==> src/rtl/cache_controller.sv <==
// cache_controller: direct-mapped write-through/write-allocate data cache sequencing
// the external SRAM for the MEM stage, with pipeline ready and hit/miss counters.
module cache_controller #(
    parameter int data_lenght  = 65536,
    parameter int data_width   = 32,
    parameter int cache_lenght = 16
) (
    input  logic                            clk,
    input  logic                            rst,
    input  logic                            mem_read,
    input  logic                            mem_write,
    input  logic [$clog2(data_lenght)-1:0]  address,
    input  logic [data_width-1:0]           write_data,
    output logic [data_width-1:0]           read_data,
    output logic                            ready,
    output logic                            sram_read,
    output logic                            sram_write,
    output logic [$clog2(data_lenght)-1:0]  sram_address,
    output logic [data_width-1:0]           sram_writedata,
    input  logic [data_width-1:0]           sram_readdata,
    input  logic                            sram_ready,
    output logic [15:0]                     hit_count,
    output logic [15:0]                     miss_count
);
    localparam int AW = $clog2(data_lenght);
    localparam int IW = $clog2(cache_lenght);
    localparam int TW = AW - IW;

    typedef enum logic [1:0] {IDLE, RD_MISS, WR_THRU, RESP} state_t;

    state_t                  state_q, state_d;
    logic [cache_lenght-1:0] valid_q;
    logic [TW-1:0]           tag_q  [cache_lenght];
    logic [data_width-1:0]   data_q [cache_lenght];
    logic [AW-1:0]           addr_q;
    logic [data_width-1:0]   wdata_q, rdata_q;
    logic [15:0]             hit_count_q, miss_count_q;

    logic [IW-1:0]         req_idx, fill_idx;
    logic [TW-1:0]         req_tag, fill_tag;
    logic [data_width-1:0] fill_data;
    logic                  hit, idle, start_wr, rd_hit, rd_miss, fill_en;

    assign req_idx  = address[IW-1:0];
    assign req_tag  = address[AW-1:IW];
    assign hit      = valid_q[req_idx] && (tag_q[req_idx] == req_tag);
    assign idle     = (state_q == IDLE);
    assign start_wr = idle && mem_write;
    assign rd_hit   = idle && !mem_write && mem_read && hit;
    assign rd_miss  = idle && !mem_write && mem_read && !hit;

    // A line is written either when a store is accepted or when the SRAM returns a fill.
    assign fill_en   = start_wr || (state_q == RD_MISS && sram_ready);
    assign fill_idx  = start_wr ? req_idx : addr_q[IW-1:0];
    assign fill_tag  = start_wr ? req_tag : addr_q[AW-1:IW];
    assign fill_data = start_wr ? write_data : sram_readdata;

    always_comb begin
        state_d   = state_q;
        ready     = 1'b0;
        read_data = rdata_q;
        case (state_q)
            IDLE: begin
                state_d   = mem_write ? WR_THRU : (mem_read && !hit) ? RD_MISS : IDLE;
                ready     = !(mem_write || (mem_read && !hit));
                read_data = data_q[req_idx];
            end
            RD_MISS: state_d = sram_ready ? RESP : RD_MISS;
            WR_THRU: state_d = sram_ready ? RESP : WR_THRU;
            default: begin
                state_d = IDLE;
                ready   = 1'b1;
            end
        endcase
    end

    assign sram_read      = (state_q == RD_MISS);
    assign sram_write     = (state_q == WR_THRU);
    assign sram_address   = addr_q;
    assign sram_writedata = wdata_q;
    assign hit_count      = hit_count_q;
    assign miss_count     = miss_count_q;

    always_ff @(posedge clk or negedge rst) begin
        if (!rst) begin
            state_q      <= IDLE;
            valid_q      <= '0;
            addr_q       <= '0;
            wdata_q      <= '0;
            rdata_q      <= '0;
            hit_count_q  <= '0;
            miss_count_q <= '0;
        end else begin
            state_q <= state_d;
            if (start_wr || rd_miss) addr_q <= address;
            if (start_wr) wdata_q <= write_data;
            if (state_q == RD_MISS && sram_ready) rdata_q <= sram_readdata;
            if (fill_en) valid_q[fill_idx] <= 1'b1;
            if (rd_hit && hit_count_q != 16'hFFFF) hit_count_q <= hit_count_q + 16'd1;
            if (rd_miss && miss_count_q != 16'hFFFF) miss_count_q <= miss_count_q + 16'd1;
        end
    end

    // Tag and data need no reset; valid_q alone decides whether they mean anything.
    always_ff @(posedge clk) begin
        if (fill_en) begin
            tag_q[fill_idx]  <= fill_tag;
            data_q[fill_idx] <= fill_data;
        end
    end
endmodule
==> config.mk <==
export PLATFORM = sky130hd
export DESIGN_NAME = cache_controller
export DESIGN_NICKNAME = d
export VERILOG_FILES = /design/src/rtl/cache_controller.sv
export SDC_FILE = /design/constraint.sdc
export NUM_CORES = 1
export LEC_CHECK = 0
export BUFFER_PORTS_ARGS = -buffer_cell sky130_fd_sc_hd__clkbuf_2
export CORE_ASPECT_RATIO = 0.8
export CORE_MARGIN = 4
export CORE_UTILIZATION = 38
export DETAILED_ROUTE_END_ITERATION = 16
export GPL_ROUTABILITY_DRIVEN = 0
export SLEW_MARGIN = 10
export SYNTH_ARGS = -nofsm -noshare
export SYNTH_HDL_FRONTEND = slang
export SYNTH_SLANG_ARGS = --single-unit
==> constraint.sdc <==
create_clock -name clk -period 7.6 [get_ports clk]
set_clock_uncertainty 0.05 [all_clocks]
set_input_delay 0 -clock clk [delete_from_list [all_inputs] [get_ports clk]]
set_output_delay 0 -clock clk [all_outputs]
set_load 0.1 [all_outputs]
==> summary.txt <==
Yosys
  • Sequential area share after synthesis: 73.5%
  • Yosys top cell by area: edfxtp_1
  • Synthesis Warnings: 0
  • Register bit count reported by yosys: 834
  • Main area contributors after synthesis: edfxtp_1, mux4_2, dfrtp_1
  • Avg Cell Area, Syn: 19.4 um^2
  • Synthesized net count: 1807
  • Number of synthesized flops with an enable pin: 704
  • Area share of the largest cell type after synthesis: 63.7%
  • Most used DFF post-synth: edfxtp_1
  • Post-Syn Instances: 1716
  • Synth cell types: 57
  • Ys async rst share: 15.6%
  • Synth Cell Area: 33200 um^2

Route
  • Aggregate routed wire length: 80.3 mm
  • DRC: 0
  • Via count: 17.3k
  • Vias/cell: 5.35
  • Post-route ant nets: 0
  • DR WL/cell: 24.9 um
  • Detailed Routing Iterations Pass 1: 8
  • DRT iter0 DRCs: 1446

Die
  • Starting Density: 38.5%
  • Die Ht: 272 um
  • Die W: 339 um
  • Io pins: 200
  • Die area: 92200 um^2
  • Core footprint: 86200 um^2
  • Rows: 96

CTS
  • Sink count of the clock tree: 834
  • CTS tree: yes
  • Clk_lat worst skew: 660 ps
  • Post-CTS setup buffers: 0
  • Root Buffer: clkbuf_16
  • H-tree depth: 3
  • Num CTS Buffers: 84
  • Worst-path clk slew: 60 ps
  • Bufs on Longest Clock Path: 3

STA
  • Max transition margin: 25.0%
  • # setup viols final: 0
  • Final WS setup: 2540 ps
  • Final Hold Vio Count: 0
  • RSZ-0062 raised after global routing: no
  • Post-route setup TNS: 0 ps
  • Post-layout min period: 5060 ps
  • Slew Limit Fails: 0
  • FMAX: 198 MHz
  • Period utilisation layout: 66.6%
  • Final hold slack: 52.2 ps
  • Worst Tran Pin Value: 1110 ps

Layout
  • Layout cells sized above 1: 32.7%
  • Synth-to-Final Area Change: 18.2%
  • Post-route cell area: 39200 um^2
  • Total Nets Final: 2124

Power and ir drop
  • Lkg Pwr: 13.9 nW
  • Peak VDD IR: 0.522 mV
  • Total power: 0.0144 W
  • Power Density: 368 nW/um^2

Critical path
  • Worst reg2reg path startpoint: state_q[0]
  • Max FO, Critical Path: 55
  • R2r endpoint: tag_q[3][10]
  • Flop-to-flop setup slack: 2900 ps
  • Setup crit end kind: output pin
  • Worst setup endpoint: ready
  • Crit path launch type: primary input
  • Crit. Startpoint: address[1]
  • Worst r2r path cells: 9
  • Critical path class: in -> out
  • Worst endpoint required time: 7550 ps
  • Worst Path Arrival: 5010 ps

Global route
  • Initial antenna violation count: 0
  • Gr usage total: 17.4%
  • Vias in the first global route: 17.9k
  • Largest net degree at the start of global routing: 74
  • Global-route wire length before repair: 120 mm
  • Grt total ovfl: 0

Place
  • Area after DPL: 35600 um^2
  • Post-DP HPWL: 44.9 mm
  • DP Worst Slack: 2650 ps
  • Number of port buffers: 199

Job
  • Max Cap Viol: 0

Hold path
  • Hold WC Path Type: in -> reg

Run status
  • Status: complete, no violations
==> cells by family after synthesis <==
kind of cell / synth area share [%]
buffers and inverters: 1.41
adder cells (fa/ha/maj): 0.226
XOR/XNOR: 1.03
AND/OR/NAND/NOR: 4.94
AO/OA/AOI/OAI: 0.916
flip-flops: 73.5
multiplexers: 18.0
==> layout by cell type (no fill, tap or decap), drive strengths merged, types with 3 or more instances in the layout <==
cell / instances
or3: 5
mux2i: 39
dlygate4sd3: 83
xnor2: 17
dfrtp: 130
mux2: 99
a31oi: 4
nand2: 215
nor2: 39
and3: 13
nand4: 12
mux4: 199
nor3: 14
clkbuf: 312
and2: 4
edfxtp: 704
o22ai: 5
inv: 16
ha: 6
o21ai: 5
or2: 18
buf: 38
xor2: 22
nand2b: 4
a22o: 3
a2111oi: 4
nand3: 19
nor2b: 9
bufinv: 6
clkinv: 26
nor4: 5
==> layout make-up <==
cell class	instances	area, um^2
timing repair buffer	316	2130
tap	1127	1410
inverter	11	41.3
clock buffer	117	2330
sequential	834	24400
clock inverter	39	458
fill	7275	47000
antenna	1	2.50
multi-input combinational	786	8480
==> routing by layer <==
| metal | up-vias | global-route usage, % | share of wire (%) |
|---|---|---|---|
| met5 | - | 0 | 0 |
| met4 | 0 | 4.24 | 1.9 |
| met3 | 96 | 3.09 | 5.7 |
| met2 | 518 | 27.8 | 48 |
| met1 | 9207 | 25.1 | 44 |
| li1 | 7453 | - | - |
==> cell usage after synthesis (all sizes together), types with 3 or more instances <==
master     n
o22ai      5
a31oi      4
dfrtp    130
and2       4
nand2    215
mux4     199
edfxtp   704
or2       18
ha         6
inv       11
xor2      22
and3      13
nand4     12
xnor2     17
a2111oi    4
nor4       5
mux2i     39
o21ai      5
a22o       3
nor2      39
or3        5
clkbuf    42
nor3      14
nand2b     4
mux2      99
buf       43
nand3     19
nor2b      9
==> power breakdown <==
part           internal [W]  switching, W
Sequential          0.00590      0.000224
Combinational      0.000842       0.00333
Clock               0.00237       0.00176
Total               0.00912       0.00531
==> worst min-delay path by stage <==
stage               slack [ps]            from  cells past startpoint            endpoint
floorplan                 -350             rst                      0        hit_count[0]
global placement            50             rst                      1       miss_count[4]
detailed placement          80             rst                      1       miss_count[3]
CTS                          3  write_data[21]                      4  sram_writedata[21]
global route                30  write_data[16]                      4  sram_writedata[16]
finish                      50  write_data[16]                      4  sram_writedata[16]
==> flip-flops by register name, indices dropped and copies added, names as in the netlist <==
register / cells
data_q: 512
tag_q: 192
rdata_q: 32
sram_writedata: 32
hit_count: 16
miss_count: 16
sram_address: 16
valid_q: 16
state_q: 2
==> critical path, stage by stage <==
cell           delay [ps]
dlygate4sd3_1         570
buf_6                 470
buf_4                 750
inv_1                 380
mux4_2                530
xnor2_1               250
inv_1                  90
a2111oi_2             300
a31oi_1               180
o21ai_4               610
a21boi_1              310
clkbuf_2              520
==> metrics by stage <==
stage,utilization [%],cells
finish,45.5,3231
CTS,45.5,3230
floorplan,-,1716
detailed placement,41.3,2990
global route,45.5,3230
global placement,41.3,2990
==> what timing repair did <==
action | in CTS | in global routing
hold endpoints to repair | 336 | 0
hold buffers | 84 | 0
resized for setup | 0 | 0
Note: power is estimated with default switching activity, not from simulation.
